--- src/rtl/ps2_host_if.sv ---
// ----------------------------------------------------------------------------
// ps2_host_if
// Byte-level handshake bundle between the PS/2 host controller and the
// keyboard/mouse decoder logic.
//   tx_valid/tx_data/tx_ready : host byte request (accepted on valid & ready)
//   tx_done/tx_err            : end-of-transmit pulse, err = no ACK or timeout
//   rx_valid/rx_data/rx_ready : FWFT receive FIFO head, pop on valid & ready
//   rx_count                  : receive FIFO occupancy (0..RX_DEPTH)
// master = decoder side, slave = controller side.
// ----------------------------------------------------------------------------
`timescale 1ns/1ps

interface ps2_host_if #(
    parameter int RX_DEPTH = 8
);
    logic                        tx_valid;
    logic [7:0]                  tx_data;
    logic                        tx_ready;
    logic                        tx_done;
    logic                        tx_err;
    logic                        rx_valid;
    logic [7:0]                  rx_data;
    logic                        rx_ready;
    logic [$clog2(RX_DEPTH):0]   rx_count;

    modport master (
        output tx_valid, tx_data, rx_ready,
        input  tx_ready, tx_done, tx_err, rx_valid, rx_data, rx_count
    );

    modport slave (
        input  tx_valid, tx_data, rx_ready,
        output tx_ready, tx_done, tx_err, rx_valid, rx_data, rx_count
    );
endinterface

--- src/rtl/ps2_host_ctrl.sv ---
// ----------------------------------------------------------------------------
// ps2_host_ctrl
// PS/2 host controller: one arbitrated FSM for device-to-host receive and
// host-to-device transmit, raw pad synchronisers, a shared down-counting
// timer for inhibit hold and clock timeout, and a FWFT receive FIFO.
// Ports:
//   i_clk, i_rst        : system clock, synchronous active-high reset
//   i_ps2_clk/data      : raw PS/2 pad inputs
//   o_ps2_clk_oe/data_oe: 1 = pull the pad low, 0 = release
//   o_err_*             : single-cycle error pulses (parity, frame,
//                         timeout, overflow)
//   bus                 : byte TX/RX handshake (ps2_host_if.slave)
//
// state     | meaning
// ----------+------------------------------------------------------------
// IDLE      | lines released, waiting for a start bit or a TX request
// RX        | shifting in d0..d7, parity, stop on device clock falls
// RX_CHK    | one cycle: check stop/parity, push or report
// TX_INH    | holding clock low for the inhibit time
// TX_DATA   | start bit driven; falls 1..10 present d0..d7, parity, stop
// TX_ACK    | waiting for the ACK fall, sample data
// TX_WAIT   | waiting for both lines to return high
// ----------------------------------------------------------------------------
`timescale 1ns/1ps

module ps2_host_ctrl #(
    parameter int INHIBIT_CYCLES = 5000,
    parameter int TIMEOUT_CYCLES = 100000,
    parameter int CNT_W          = 17,
    parameter int RX_DEPTH       = 8
) (
    input  logic        i_clk,
    input  logic        i_rst,
    input  logic        i_ps2_clk,
    input  logic        i_ps2_data,
    output logic        o_ps2_clk_oe,
    output logic        o_ps2_data_oe,
    output logic        o_err_parity,
    output logic        o_err_frame,
    output logic        o_err_timeout,
    output logic        o_err_overflow,
    ps2_host_if.slave   bus
);
    localparam int AW = $clog2(RX_DEPTH);
    localparam int CW = AW + 1;
    localparam logic [CNT_W-1:0] C_INH = CNT_W'(INHIBIT_CYCLES);
    localparam logic [CNT_W-1:0] C_TO  = CNT_W'(TIMEOUT_CYCLES);

    typedef enum logic [2:0] {
        S_IDLE, S_RX, S_RX_CHK, S_TX_INH, S_TX_DATA, S_TX_ACK, S_TX_WAIT
    } state_t;

    state_t             r_state, w_state_nxt;
    logic               r_clk_s1, r_clk_s2, r_clk_prev;
    logic               r_data_s1, r_data_s2;
    logic [CNT_W-1:0]   r_timer, w_timer_nxt;
    logic [3:0]         r_bit_cnt, w_bit_nxt;
    logic [9:0]         r_rx_shift, w_rx_sh_nxt;
    logic [9:0]         r_tx_shift, w_tx_sh_nxt;
    logic               r_tx_err, w_tx_err_nxt;

    logic [7:0]         r_mem [RX_DEPTH];
    logic [AW-1:0]      r_wr_ptr, r_rd_ptr;
    logic [CW-1:0]      r_count;

    logic w_fall, w_expired, w_pop, w_full, w_push;
    logic w_clk_oe, w_data_oe, w_tx_ready, w_tx_done, w_tx_err;
    logic w_err_par, w_err_frm, w_err_to, w_err_ovf;

    assign w_fall    = r_clk_prev & ~r_clk_s2;
    assign w_expired = (r_timer == '0);
    assign w_full    = (r_count == CW'(RX_DEPTH));
    assign w_pop     = (r_count != '0) & bus.rx_ready;

    // Pad synchronisers; preset high so reset never looks like a falling edge.
    always_ff @(posedge i_clk) begin
        if (i_rst) begin
            r_clk_s1   <= 1'b1;
            r_clk_s2   <= 1'b1;
            r_clk_prev <= 1'b1;
            r_data_s1  <= 1'b1;
            r_data_s2  <= 1'b1;
        end else begin
            r_clk_s1   <= i_ps2_clk;
            r_clk_s2   <= r_clk_s1;
            r_clk_prev <= r_clk_s2;
            r_data_s1  <= i_ps2_data;
            r_data_s2  <= r_data_s1;
        end
    end

    always_ff @(posedge i_clk) begin
        if (i_rst) begin
            r_state    <= S_IDLE;
            r_timer    <= '0;
            r_bit_cnt  <= '0;
            r_rx_shift <= '0;
            r_tx_shift <= '0;
            r_tx_err   <= 1'b0;
        end else begin
            r_state    <= w_state_nxt;
            r_timer    <= w_timer_nxt;
            r_bit_cnt  <= w_bit_nxt;
            r_rx_shift <= w_rx_sh_nxt;
            r_tx_shift <= w_tx_sh_nxt;
            r_tx_err   <= w_tx_err_nxt;
        end
    end

    always_comb begin
        w_state_nxt  = r_state;
        w_timer_nxt  = w_expired ? r_timer : r_timer - 1'b1;
        w_bit_nxt    = r_bit_cnt;
        w_rx_sh_nxt  = r_rx_shift;
        w_tx_sh_nxt  = r_tx_shift;
        w_tx_err_nxt = r_tx_err;
        w_clk_oe     = 1'b0;
        w_data_oe    = 1'b0;
        w_tx_ready   = 1'b0;
        w_tx_done    = 1'b0;
        w_tx_err     = 1'b0;
        w_err_par    = 1'b0;
        w_err_frm    = 1'b0;
        w_err_to     = 1'b0;
        w_err_ovf    = 1'b0;
        w_push       = 1'b0;

        case (r_state)
            S_IDLE: begin
                // A falling edge this cycle belongs to the device, so TX waits.
                w_tx_ready = ~w_fall;
                if (w_fall && !r_data_s2) begin
                    w_state_nxt = S_RX;
                    w_bit_nxt   = '0;
                    w_timer_nxt = C_TO;
                end else if (!w_fall && bus.tx_valid) begin
                    // Frame LSB first: start, d0..d7, odd parity, stop.
                    w_tx_sh_nxt = {1'b1, ~^bus.tx_data, bus.tx_data, 1'b0};
                    w_timer_nxt = C_INH;
                    w_state_nxt = S_TX_INH;
                end
            end

            S_RX: begin
                if (w_expired) begin
                    w_err_to    = 1'b1;
                    w_state_nxt = S_IDLE;
                end else if (w_fall) begin
                    w_rx_sh_nxt = {r_data_s2, r_rx_shift[9:1]};
                    w_timer_nxt = C_TO;
                    if (r_bit_cnt == 4'd9) begin
                        w_state_nxt = S_RX_CHK;
                    end else begin
                        w_bit_nxt = r_bit_cnt + 1'b1;
                    end
                end
            end

            S_RX_CHK: begin
                w_state_nxt = S_IDLE;
                if (!r_rx_shift[9]) begin
                    w_err_frm = 1'b1;
                end else if (!(^r_rx_shift[8:0])) begin
                    w_err_par = 1'b1;
                end else if (w_full && !w_pop) begin
                    w_err_ovf = 1'b1;
                end else begin
                    w_push = 1'b1;
                end
            end

            S_TX_INH: begin
                if (w_expired) begin
                    w_data_oe   = 1'b1;
                    w_timer_nxt = C_TO;
                    w_bit_nxt   = '0;
                    w_state_nxt = S_TX_DATA;
                end else begin
                    w_clk_oe = 1'b1;
                end
            end

            S_TX_DATA: begin
                if (w_expired) begin
                    w_err_to    = 1'b1;
                    w_tx_done   = 1'b1;
                    w_tx_err    = 1'b1;
                    w_state_nxt = S_IDLE;
                end else begin
                    w_data_oe = ~r_tx_shift[0];
                    if (w_fall) begin
                        w_tx_sh_nxt = {1'b1, r_tx_shift[9:1]};
                        w_timer_nxt = C_TO;
                        if (r_bit_cnt == 4'd9) begin
                            w_state_nxt = S_TX_ACK;
                        end else begin
                            w_bit_nxt = r_bit_cnt + 1'b1;
                        end
                    end
                end
            end

            S_TX_ACK: begin
                if (w_expired) begin
                    w_err_to    = 1'b1;
                    w_tx_done   = 1'b1;
                    w_tx_err    = 1'b1;
                    w_state_nxt = S_IDLE;
                end else if (w_fall) begin
                    w_tx_err_nxt = r_data_s2;
                    w_timer_nxt  = C_TO;
                    w_state_nxt  = S_TX_WAIT;
                end
            end

            S_TX_WAIT: begin
                if (w_expired) begin
                    w_err_to    = 1'b1;
                    w_tx_done   = 1'b1;
                    w_tx_err    = 1'b1;
                    w_state_nxt = S_IDLE;
                end else if (r_clk_s2 && r_data_s2) begin
                    w_tx_done   = 1'b1;
                    w_tx_err    = r_tx_err;
                    w_state_nxt = S_IDLE;
                end
            end

            default: w_state_nxt = S_IDLE;
        endcase
    end

    // Receive FIFO: a push and a pop in the same cycle leave the count alone,
    // which is what lets a full FIFO accept a byte while its head is popped.
    always_ff @(posedge i_clk) begin
        if (w_push) begin
            r_mem[r_wr_ptr] <= r_rx_shift[7:0];
        end
    end

    always_ff @(posedge i_clk) begin
        if (i_rst) begin
            r_wr_ptr <= '0;
            r_rd_ptr <= '0;
            r_count  <= '0;
        end else begin
            if (w_push) r_wr_ptr <= r_wr_ptr + 1'b1;
            if (w_pop)  r_rd_ptr <= r_rd_ptr + 1'b1;
            if (w_push && !w_pop)      r_count <= r_count + 1'b1;
            else if (!w_push && w_pop) r_count <= r_count - 1'b1;
        end
    end

    assign o_ps2_clk_oe   = w_clk_oe;
    assign o_ps2_data_oe  = w_data_oe;
    assign o_err_parity   = w_err_par;
    assign o_err_frame    = w_err_frm;
    assign o_err_timeout  = w_err_to;
    assign o_err_overflow = w_err_ovf;

    assign bus.tx_ready = w_tx_ready;
    assign bus.tx_done  = w_tx_done;
    assign bus.tx_err   = w_tx_err;
    assign bus.rx_valid = (r_count != '0);
    assign bus.rx_data  = r_mem[r_rd_ptr];
    assign bus.rx_count = r_count;
endmodule

--- src/flat_wrapper.sv ---
// flat-port wrapper written by rule: the top's interface ports become plain ports
module ps2_host_ctrl_flat 
#(
    parameter int INHIBIT_CYCLES = 5000,
    parameter int TIMEOUT_CYCLES = 100000,
    parameter int CNT_W          = 17,
    parameter int RX_DEPTH       = 8
)
  (i_clk, i_rst, i_ps2_clk, i_ps2_data, o_ps2_clk_oe, o_ps2_data_oe, o_err_parity, o_err_frame, o_err_timeout, o_err_overflow, bus_tx_valid, bus_tx_data, bus_rx_ready, bus_tx_ready, bus_tx_done, bus_tx_err, bus_rx_valid, bus_rx_data, bus_rx_count);
  ps2_host_if #(.RX_DEPTH(RX_DEPTH)) bus_i ();
  input  logic i_clk;
  input  logic i_rst;
  input  logic i_ps2_clk;
  input  logic i_ps2_data;
  output logic o_ps2_clk_oe;
  output logic o_ps2_data_oe;
  output logic o_err_parity;
  output logic o_err_frame;
  output logic o_err_timeout;
  output logic o_err_overflow;
  input wire logic [$bits(bus_i.tx_valid)-1:0] bus_tx_valid;
  input wire logic [$bits(bus_i.tx_data)-1:0] bus_tx_data;
  input wire logic [$bits(bus_i.rx_ready)-1:0] bus_rx_ready;
  output wire logic [$bits(bus_i.tx_ready)-1:0] bus_tx_ready;
  output wire logic [$bits(bus_i.tx_done)-1:0] bus_tx_done;
  output wire logic [$bits(bus_i.tx_err)-1:0] bus_tx_err;
  output wire logic [$bits(bus_i.rx_valid)-1:0] bus_rx_valid;
  output wire logic [$bits(bus_i.rx_data)-1:0] bus_rx_data;
  output wire logic [$bits(bus_i.rx_count)-1:0] bus_rx_count;
  assign bus_i.tx_valid = bus_tx_valid;
  assign bus_i.tx_data = bus_tx_data;
  assign bus_i.rx_ready = bus_rx_ready;
  assign bus_tx_ready = bus_i.tx_ready;
  assign bus_tx_done = bus_i.tx_done;
  assign bus_tx_err = bus_i.tx_err;
  assign bus_rx_valid = bus_i.rx_valid;
  assign bus_rx_data = bus_i.rx_data;
  assign bus_rx_count = bus_i.rx_count;
  ps2_host_ctrl #(.INHIBIT_CYCLES(INHIBIT_CYCLES), .TIMEOUT_CYCLES(TIMEOUT_CYCLES), .CNT_W(CNT_W), .RX_DEPTH(RX_DEPTH)) u_core (.i_clk(i_clk), .i_rst(i_rst), .i_ps2_clk(i_ps2_clk), .i_ps2_data(i_ps2_data), .o_ps2_clk_oe(o_ps2_clk_oe), .o_ps2_data_oe(o_ps2_data_oe), .o_err_parity(o_err_parity), .o_err_frame(o_err_frame), .o_err_timeout(o_err_timeout), .o_err_overflow(o_err_overflow), .bus(bus_i));
endmodule
--- config.mk ---
export PLATFORM = sky130hd
export DESIGN_NAME = ps2_host_ctrl_flat
export DESIGN_NICKNAME = d
export VERILOG_FILES = /design/src/rtl/ps2_host_if.sv /design/src/rtl/ps2_host_ctrl.sv /design/src/flat_wrapper.sv
export SDC_FILE = /design/constraint.sdc
export NUM_CORES = 1
export LEC_CHECK = 0
export ABC_AREA = 1
export ABC_CLOCK_PERIOD_IN_PS = 3200
export CORE_MARGIN = 2
export CORE_UTILIZATION = 40
export DETAILED_ROUTE_END_ITERATION = 8
export PLACE_DENSITY = 0.67
export SYNTH_ARGS = -nofsm -noshare
export SYNTH_HDL_FRONTEND = slang
export SYNTH_SLANG_ARGS = --single-unit
export TNS_END_PERCENT = 20
--- constraint.sdc ---
create_clock -name i_clk -period 3.2 [get_ports i_clk]
set_input_delay 0.32 -clock i_clk [delete_from_list [all_inputs] [get_ports i_clk]]
set_output_delay 0.32 -clock i_clk [all_outputs]
set_load 0.05 [all_outputs]
# Word-level counts from Yosys, hierarchy flattened
# Memories as Yosys holds them, arrays and structs flattened. A register that Yosys moved wholly into a read port is not among the register bits.
# Index checks and enable logic that the tools add are counted.
[totals] reg_bits=60 output_inout_bits=22 word_cells=142 in_bits=14 mem_count=1 ramBits=64
[classes] reduce_logical=27 n_mux=64 n_eq_ne=24 add_sub_neg=6 bitwise_logic=6
[mem_list] name="u_core.r_mem" depth=8 word_bits=8 read_ports=1 rd_ports_with_merged_regs=1 write_ports=1 line_no="ps2_host_ctrl.sv:62" source="logic [7:0] r_mem [RX_DEPTH];"
[op_table] cell="$mux 17" count=6
[op_table] cell="$pmux 17 s3" count=1
[op_table] cell="$mux 3" count=15
[op_table] cell="$mux 10" count=4
[op_table] cell="$mux 4" count=7
[op_table] cell="$mux 1" count=25
[op_table] cell="$ne 3x1->1 const B" count=7
[op_table] cell="$pmux 10 s2" count=1
[op_table] cell="$pmux 3 s6" count=1
[op_table] cell="$logic_not 17->1" count=1
[op_table] cell="$sub 17x1->17 const B" count=1
[op_table] cell="$pmux 4 s3" count=1
[op_table] cell="$ne 2x1->1 const B" count=5
[op_table] cell="$eq 3x3->1 const B" count=3
[op_table] cell="$reduce_xor 9->1" count=1
[op_table] cell="$add 4x1->4 const B" count=2
[op_table] cell="$eq 4x4->1 const B" count=2
[op_table] cell="$ne 2x2->1 const B" count=4
[op_table] cell="$reduce_and 8->1" count=1
[op_table] cell="$reduce_xnor 8->1" count=1
[op_table] cell="$add 3x1->3 const B" count=2
[op_table] cell="$eq 3x2->1 const B" count=2
[op_table] cell="$logic_and 1x1->1" count=6
[op_table] cell="$pmux 1 s2" count=3
[op_table] cell="other kinds (15)" count=25

# Logic depth before layout (Yosys ltp)
[logic_depth] depth_word=12 depth_mapped=20 ltp_nobuf=20

# Worst setup path before layout
# Ideal clock, no wire load.
[synth_path] path_kind="reg-to-reg" startpoint="register u_core.r_count[0] (netlist: u_core.bus.rx_count[0])" endpoint="register u_core.r_count[3] (netlist: u_core.bus.rx_count[3])" setup_time_ns=0.120 required_ns=3.080 stages_incl_launch_ff=18 slack_ns=0.122 period_less_slack_ns=3.078 n_path_buf=0 t_arrival_ns=2.958 path_cell_list="dfxtp_1 -> nor2_1 -> nand3_1 -> nand2_1 -> nand4_1 -> nand4_1 -> inv_1 -> ha_1 -> inv_1 -> ha_1 -> nand2_1 -> nand2_1 -> a21oi_1 -> nor2_1 -> nor2_1 -> nand2_1 -> o21ai_0 -> a21oi_1"
[synth_via] elab_chain_len=11 elab_cells_between_ends=17 classes_between="add/sub (2); eq/ne (1); mux (6); bitwise (1); reduce/logical (7)"
[synth_lines] item="start: declaration" line_no="ps2_host_ctrl.sv:64" source="logic [CW-1:0] r_count;"
[synth_lines] item="start signal: assignment" line_no="ps2_host_ctrl.sv:249" source="if (w_push && !w_pop) r_count <= r_count + 1'b1;"
[synth_lines] item="start signal: assignment" line_no="ps2_host_ctrl.sv:250" source="else if (!w_push && w_pop) r_count <= r_count - 1'b1;"
[synth_lines] item="$reduce_bool 4->1 *"
[synth_lines] item="via bus_rx_valid" line_no="flat_wrapper.sv:27" source="output wire logic [$bits(bus_i.rx_valid)-1:0] bus_rx_valid;"
[synth_lines] item="$and 1x1->1 *" line_no="ps2_host_ctrl.sv:73" source="assign w_pop = (r_count != '0) & bus.rx_ready;"
[synth_lines] item="$logic_not 1->1 *" line_no="ps2_host_ctrl.sv:165, ps2_host_ctrl.sv:249"
[synth_lines] item="$logic_and 1x1->1 *" line_no="ps2_host_ctrl.sv:165" source="end else if (w_full && !w_pop) begin"
[synth_lines] item="$mux 1 *" line_no="ps2_host_ctrl.sv:165"
[synth_lines] item="$mux 1 *" line_no="ps2_host_ctrl.sv:163" source="end else if (!(^r_rx_shift[8:0])) begin"
[synth_lines] item="$mux 1 *" line_no="ps2_host_ctrl.sv:161" source="if (!r_rx_shift[9]) begin"
[synth_lines] item="$mux 1 *" line_no="ps2_host_ctrl.sv:128" source="case (r_state)"
[synth_lines] item="via u_core.w_push" line_no="ps2_host_ctrl.sv:66" source="logic w_fall, w_expired, w_pop, w_full, w_push;"
[synth_lines] item="$logic_not 1->1" line_no="ps2_host_ctrl.sv:250"
[synth_lines] item="$logic_and 1x1->1" line_no="ps2_host_ctrl.sv:250"
[synth_lines] item="$reduce_bool 2->1 (no line)"
# Mark *: on every way through the listed nets, which the timed path passes. The rest lies on a longest branch. The select of a mux whose other input is x is not followed.
# A chain may end at the register's enable or synchronous reset.

# Worst setup path after layout
[layout_path] startpoint="register u_core.r_timer[6]" endpoint="output port o_ps2_data_oe"
[layout_via] elab_chain_len=3 elab_cells_between_ends=4 classes_between="mux (3); reduce/logical (1)"
[layout_lines] item="start: declaration" line_no="ps2_host_ctrl.sv:56" source="logic [CNT_W-1:0] r_timer, w_timer_nxt;"
[layout_lines] item="start signal: assignment" line_no="ps2_host_ctrl.sv:102" source="r_timer <= w_timer_nxt;"
[layout_lines] item="$logic_not 17->1 *" line_no="ps2_host_ctrl.sv:71" source="assign w_expired = (r_timer == '0);"
[layout_lines] item="$mux 1, on equally long branches" line_no="ps2_host_ctrl.sv:184, ps2_host_ctrl.sv:173"
[layout_lines] item="$pmux 1 s2 *" line_no="ps2_host_ctrl.sv:128"
[layout_lines] item="end: declaration" line_no="flat_wrapper.sv:16" source="output logic o_ps2_data_oe;"
# Every way passes the cells marked *; elsewhere a longest branch is shown, timed or not.

==> results.rst <==
.. list-table::
   :header-rows: 1

   * - Metric
     - Value
   * - Arrival time at the worst endpoint
     - 2.71 ns
   * - Max-slew headroom
     - 35.3%
   * - Pre-CTS worst setup slack
     - 0.461 ns
   * - Share of total power in the clock network
     - 28.4%
   * - Syn avg cell area
     - 8.54 um^2
   * - # hold bufs at CTS
     - 0
   * - Leading cell type by number of instances after synthesis
     - sky130_fd_sc_hd__nor2_1
   * - Number of cells on the worst hold path
     - 1
   * - DRT Wirelength
     - 12,400 um
   * - Power share of the combinational group
     - 40.9%
   * - Cell Chain, Critical Path
     - nor2_1, nand2_2, nor2_1, nand2_1, inv_2, nand2_1, o31ai_1, clkdlybuf4s50_1
   * - Worst Reg2Reg Path Length in Cells
     - 18
   * - Status
     - finished clean
   * - Average vias per placed instance
     - 4.95
   * - Biggest fanout along the worst timing path
     - 12
   * - Cell type with the highest aggregate area in the netlist
     - sky130_fd_sc_hd__edfxtp_1
   * - Leakage power total
     - 2.86 nW
   * - Worst clock skew
     - 0.00726 ns
   * - Worst-skew pair later-pin latency
     - 0.41 ns
   * - Clock Path Buffers
     - 2
   * - Yosys reg bits
     - 127
   * - Total number of yosys warnings
     - 0
   * - Period minus WS final
     - 3.03 ns
   * - Total via count after detailed routing
     - 4,625
   * - Final antenna-violating net count
     - 0
   * - Number of enable-type register cells in the synthesized netlist
     - 64
   * - Top FF cell, synth
     - sky130_fd_sc_hd__edfxtp_1
   * - Global-route wire length before repair
     - 20,700 um
   * - Power spent charging and discharging nets
     - 2.81 mW
   * - Number of global-route vias before repair
     - 4,349
   * - Net switching share of the total power
     - 40.5%
   * - Fraction of final layout cells sized beyond drive strength 1
     - 10.5%
   * - Final period util
     - 94.6%
   * - Starting density of the core
     - 40.8%
   * - Type of destination of the critical path
     - primary output
   * - Row Count
     - 44
   * - Length of the first detailed-routing pass in iterations
     - 5
   * - Hold Worst Slack
     - 0.410 ns
   * - Setup total negative slack
     - 0 ns
   * - Kind of start point of the critical path
     - flop
   * - Clock Tree Root
     - sky130_fd_sc_hd__clkbuf_16
   * - Number of buffers and inverters on the critical path
     - 2
   * - Endpoint required time on the critical path
     - 2.88 ns
   * - Final WS setup
     - 0.171 ns
   * - Final hold vios
     - 0
   * - Count of input and output buffers
     - 35
   * - Detailed-route DRC error count
     - 0
   * - Actual slew at the worst max-slew pin
     - 0.969 ns
   * - F_max
     - 0.330 GHz
   * - Core box area
     - 0.0145 mm^2
   * - Clock-pin slew on the worst setup and hold paths
     - 0.06 ns
   * - Die Height
     - 126 um
   * - Final GP Congestion
     - 0.860
   * - Global route total overflow
     - 0
   * - Area growth from synthesis to final layout
     - 19.9%
   * - Main area contributors after synthesis
     - sky130_fd_sc_hd__edfxtp_1 33%, sky130_fd_sc_hd__dfxtp_1 21%, sky130_fd_sc_hd__nor2_1 8.4%
   * - Number of pins with negative max-slew slack in the final report
     - 0
   * - Layout net count
     - 762
   * - Per-cell routed wire length
     - 13.3 um
   * - First DRT Iteration DRCs
     - 260
   * - Final count of negative-setup-slack endpoints
     - 0
   * - Synthesized net count
     - 717
   * - Number of H-tree levels
     - 4
   * - Synth top cells by count
     - 132 x sky130_fd_sc_hd__nor2_1, 98 x sky130_fd_sc_hd__nand2_1, 73 x sky130_fd_sc_hd__o21ai_0, 71 x sky130_fd_sc_hd__inv_1, 64 x sky130_fd_sc_hd__edfxtp_1
   * - Crit path max-delay family
     - buffers and inverters
   * - Post-DP HPWL
     - 8150 um
   * - Share of power burned in registers
     - 30.7%
   * - Clock tree from TritonCTS
     - built
   * - Slowest cell delay on critical path
     - 0.86 ns
   * - Number of logic stages on the critical path including buffering
     - 8
   * - Clock buffers created by TritonCTS
     - 17
   * - Setup repair after global routing missed its margin
     - no
   * - Mapped cell area
     - 0.00591 mm^2
   * - Overall track demand over capacity in global routing
     - 16.4%
   * - Type of the most critical hold path
     - reg2reg
   * - # Max-Cap Violations
     - 0
   * - I/O pin cnt
     - 36
   * - Share of Yosys cell area claimed by the top area cell type
     - 32.5%
   * - DIE WIDTH
     - 126 um
   * - Worst supply voltage drop on vdd
     - 0.000654 V
   * - Post-synthesis instance total
     - 692
   * - Register area share after synthesis
     - 53.9%
   * - Slowest stage cell, crit path
     - sky130_fd_sc_hd__clkdlybuf4s50_1
   * - Category of the most critical setup path
     - reg2out
   * - Largest net degree at the start of global routing
     - 33
   * - Share of the core filled with cells in the final layout
     - 48.9%
   * - FFs w/ async S/R, synth
     - 0%
   * - P per Cell Area
     - 979 mW/mm^2
   * - Number of distinct library cells after synthesis
     - 33
   * - Clock tree sinks
     - 127
   * - Diodes inserted
     - 0
   * - Number of fill cells
     - 1,341
   * - Antenna violations before repair
     - 0
   * - Die Outline Area
     - 0.0158 mm^2
   * - Total internal power
     - 4.13 mW
   * - Power, Total
     - 6.94 mW
cell type report:
cell class,instances,area (um^2),area share (%)
multi-input cells,469,2340,33.1
clock buffers,21,493,6.96
flip-flops and latches,127,3180,44.9
inverters,74,278,3.92
repair buffers,48,430,6.08
clock inverters,11,125,1.77
well taps,184,230,3.25
metal layers:
| layer | global-route usage [%] | vias to the layer above | routed length [um] |
|---|---|---|---|
| met2 | 26.5 | 94 | 5810 |
| met1 | 21.2 | 2124 | 5870 |
| met5 | 0 | - | 0 |
| met3 | 3.94 | 14 | 522 |
| li1 | - | 2393 | - |
| met4 | 6.60 | 0 | 176 |
final timing paths:
| check | start | to | slack [ns] |
|---|---|---|---|
| worst min register to register | u_core.r_clk_s1 | u_core.r_clk_s2 | 0.41 |
| worst max-delay path | u_core.r_timer[6] | o_ps2_data_oe | 0.17 |
| worst max register to register | u_core.r_rx_shift[7] | u_core.bus.rx_count[3] | 0.45 |
| worst min-delay path | u_core.r_clk_s1 | u_core.r_clk_s2 | 0.41 |
placed cells by master (no fill, tap or decap), types with 2 or more instances in the layout:
master                              n
sky130_fd_sc_hd__nor2_1           132
sky130_fd_sc_hd__nand2_1           98
sky130_fd_sc_hd__o21ai_0           73
sky130_fd_sc_hd__inv_1             71
sky130_fd_sc_hd__edfxtp_1          64
sky130_fd_sc_hd__dfxtp_1           63
sky130_fd_sc_hd__a21oi_1           43
sky130_fd_sc_hd__nand3_1           29
sky130_fd_sc_hd__clkdlybuf4s50_1   26
sky130_fd_sc_hd__buf_4             21
sky130_fd_sc_hd__clkbuf_16         19
sky130_fd_sc_hd__xor2_1            13
sky130_fd_sc_hd__a31oi_1           11
sky130_fd_sc_hd__o22ai_1           10
sky130_fd_sc_hd__ha_1              10
sky130_fd_sc_hd__nand2_2            8
sky130_fd_sc_hd__xnor2_1            7
sky130_fd_sc_hd__nor3_1             6
sky130_fd_sc_hd__nand4_1            5
sky130_fd_sc_hd__nor2_2             5
sky130_fd_sc_hd__or2_2              5
sky130_fd_sc_hd__inv_2              3
sky130_fd_sc_hd__nand3b_1           3
sky130_fd_sc_hd__clkinv_2           3
sky130_fd_sc_hd__inv_6              3
sky130_fd_sc_hd__nor2_4             2
sky130_fd_sc_hd__bufinv_16          2
sky130_fd_sc_hd__clkinvlp_4         2
worst register-to-register path, stage by stage, from the launching register on:
cell and delay (ns):
sky130_fd_sc_hd__dfxtp_1 0.50, sky130_fd_sc_hd__xor2_1 0.28, sky130_fd_sc_hd__inv_1 0.07, sky130_fd_sc_hd__nand2_1 0.09, sky130_fd_sc_hd__nand2_1 0.06, sky130_fd_sc_hd__nand2_1 0.09, sky130_fd_sc_hd__nand4_1 0.14, sky130_fd_sc_hd__inv_1 0.13
sky130_fd_sc_hd__ha_1 0.20, sky130_fd_sc_hd__inv_1 0.09, sky130_fd_sc_hd__ha_1 0.28, sky130_fd_sc_hd__nand2_1 0.07, sky130_fd_sc_hd__nand2_1 0.05, sky130_fd_sc_hd__a21oi_1 0.16, sky130_fd_sc_hd__nor2_1 0.06, sky130_fd_sc_hd__nor2_1 0.09
sky130_fd_sc_hd__nand2_1 0.07, sky130_fd_sc_hd__o21ai_0 0.14, sky130_fd_sc_hd__a21oi_1 0.06
logic make-up after synthesis:
kind of cell | after synthesis | synth area share [%]
adders and majority gates | 11 | 2.46
and+or+nand+nor | 297 | 21.5
DFF | 127 | 53.9
xor gates and xnor gates | 20 | 2.96
AOI/OAI and AO/OA | 141 | 12.7
buffers and inverters | 96 | 6.48
per-stage QoR:
stage | cell area (um^2) | instances
global route | 7080 | 934
finish | 7080 | 934
global placement | 6460 | 902
detailed placement | 6460 | 902
floorplan | 5910 | 692
CTS | 7080 | 934
power groups by stage:
stage,Clock [mW],Sequential (mW),Combinational (mW)
final,1.97,2.13,2.84
after global routing,2.08,2.16,3.16
after CTS,2.01,2.13,2.85
after detailed placement,0,2.16,2.83
after global placement,0,2.16,2.80
after floorplan,0,2.19,2.12
registers in the layout (all words and copies together) (netlist names), named ones only:
name,count
u_core.r_tx_shift,10
u_core.r_clk_s2,1
u_core.r_rd_ptr,3
u_core.r_bit_cnt,4
u_core.r_data_s1,1
u_core.r_clk_prev,1
u_core.r_clk_s1,1
u_core.r_tx_err,1
u_core.r_wr_ptr,3
u_core.r_rx_shift,10
u_core.r_data_s2,1
u_core.bus.rx_count,4
u_core.r_timer,17
u_core.r_state,3
u_core.r_mem,64
repair_timing:
| action | 4_1_cts | 5_1_grt |
|---|---|---|
| gates resized for setup | 0 | 1 |
| setup endpoints to repair | 0 | 1 |
| setup buffers | 0 | 0 |
(Power assumes the default switching activity.)
==> edit, RTL diff (config.mk and constraints unchanged) <==
`TIMEOUT_CYCLES` is set to 100000 in 2 places; all go to 50000.
--- a/src/rtl/ps2_host_ctrl.sv
+++ b/src/rtl/ps2_host_ctrl.sv
@@ -25,7 +25,7 @@
 
 module ps2_host_ctrl #(
     parameter int INHIBIT_CYCLES = 5000,
-    parameter int TIMEOUT_CYCLES = 100000,
+    parameter int TIMEOUT_CYCLES = 50000,
     parameter int CNT_W          = 17,
     parameter int RX_DEPTH       = 8
 ) (
--- a/src/flat_wrapper.sv
+++ b/src/flat_wrapper.sv
@@ -2,7 +2,7 @@
 module ps2_host_ctrl_flat 
 #(
     parameter int INHIBIT_CYCLES = 5000,
-    parameter int TIMEOUT_CYCLES = 100000,
+    parameter int TIMEOUT_CYCLES = 50000,
     parameter int CNT_W          = 17,
     parameter int RX_DEPTH       = 8
 )
Function: same outputs for any inputs over 10 cycles, from zero or initial values and one cycle with i_rst high; that may be too few to reach the edited logic, so the function may still have changed.
==> edit against the unedited design <==
  * Sequential share of layout area fell by 0.46 points
  * Synthesized area up 1.5%
  * Power shrank 1.5%
  * Maximum frequency grew 1.9%
  * Sequential cell count is the same
  * Cell area is 1.0% higher
  * Routed wire length shrank 0.17%
  * Setup slack better by 0.056 ns
  * Die area up 1.4%
  * Sequential power about the same
  * Critical path type unchanged
  * Highest routed layer unchanged
==> edit: results (changes against the unedited design) <==
mux share of post-synthesis cell area 0.1878% (+0.19 points); met1 wire length 5657 um (-3.6%); GP Congestion 0.8646 (+0.49%); yosys warns 0 (unchanged); initial DRC count 382 (+47%); DRT Pass-1 Iters 5 (unchanged); vias in the first global route 4,540 (+4.4%); wire per inst 13.37 um (+0.91%); Synth Instances 680 (-1.7%); Leak 0.002833 uW (-0.94%); wire length on met2 5845 um (+0.62%); top flop regs u_core.r_mem (64), u_core.r_timer (17); Post-synth top cells 111 x nor2_1, 90 x nand2_1, 70 x o21ai_0; CTS Root Cell clkbuf_16; Net Count, Synth 705 (-1.7%); Fin Clk Skew 0.008552 ns (+0.001295 ns); Final HPWL DP 8259 um (+1.4%); Longest Clk Path Bufs 2 (unchanged); pin count of the biggest net entering global routing 36 (+9.1%); Crit path max-delay family buffers and inverters; Cells after DPL 892 (-1.1%); dpl cell area 6564 sq um (+1.6%); H-tree depth 4 (unchanged); gr usage total 16.26% (-0.13 points); GRT met2 Usage 27.40% (+0.91 points); Vias/cell 4.977 (+0.51%); first-pass GRT wire length 20,860 um (+0.97%); initial antenna violation count 0 (unchanged); min-delay src u_core.r_clk_s1; Synth area leaders edfxtp_1 32%, dfxtp_1 21%, nor2_1 6.9%, o21ai_0 5.8%, nand2_1 5.6%; Global Route met1 Usage 19.50% (-1.7 points); register area share after synthesis 53.09% (-0.79 points); worst r2r src u_core.r_rx_shift[4]; Top Metal Used met4; fraction of layout cells with a size suffix above 1 14.32% (+3.8 points); max incr delay on CP 0.84 ns (-0.02 ns); met3 usage 5.525% (+1.6 points); CP Max Fanout 32 (+20); Synth Area in Compound Gates 12.12% (-0.58 points); Port Buffers 35 (unchanged); maximum VDD drop 0.5166 mV (-21%); Post-Place Setup Slack 0.4243 ns (-0.03666 ns); Nets 752 (-1.3%); run status finished, final reports clean; Crit Path Class flip-flop to output pin; Synth cell types 39 (+18%); Final Non-Filler Cells 924 (-1.1%); Num CTS Buffers 17 (unchanged); met3 wire length 705 um (+35%); clock latency on the worst-skew pair 0.41 ns (about the same); Slowest cell on crit path clkdlybuf4s50_1; Resized cells post-CTS 0 (unchanged); critical path arrival 2.65 ns (-0.06 ns); XOR/XNOR Fraction of Synth Area 3.506% (+0.54 points); adder-cell share of the synthesized area 2.421% (-0.036 points); Post-synth EDFFs 64 (unchanged); Worst-Margin Slew 1.095 ns (+0.1255 ns)
==> edit: cell count changes after synthesis, moves of 5 or more <==
cell / change
o21ai_1: +6
inv_1: -13
nand3_1: +5
nor2_1: -21
nand2_1: -8
nor2_2: +12
nand2_4: +5
==> edit: report_power, final <==
part           internal (uW)  total [uW]  switching [uW]
Clock                   1190        1900             714
Combinational            961        2800            1830
Sequential              1920        2130             212
==> edit: final cells by class <==
type,instances,area (sq um)
Clock buffer,20,456.7
Clock inverter,12,135.1
Fill cell,1335,7433
Inverter,65,244.0
Multi-Input combinational cell,468,2469
Sequential cell,127,3183
Tap cell,184,230.2
Timing Repair Buffer,48,437.9
==> edit: final timing paths <==
path | end | slack (ns) | depth (start not counted)
worst min register to register | u_core.r_clk_s2 | 0.41 | 1
worst max register to register | u_core.bus.rx_count[3] | 0.38 | 20
worst min-delay path | u_core.r_clk_s2 | 0.41 | 1
worst max-delay path | bus_rx_data[5] | 0.23 | 6
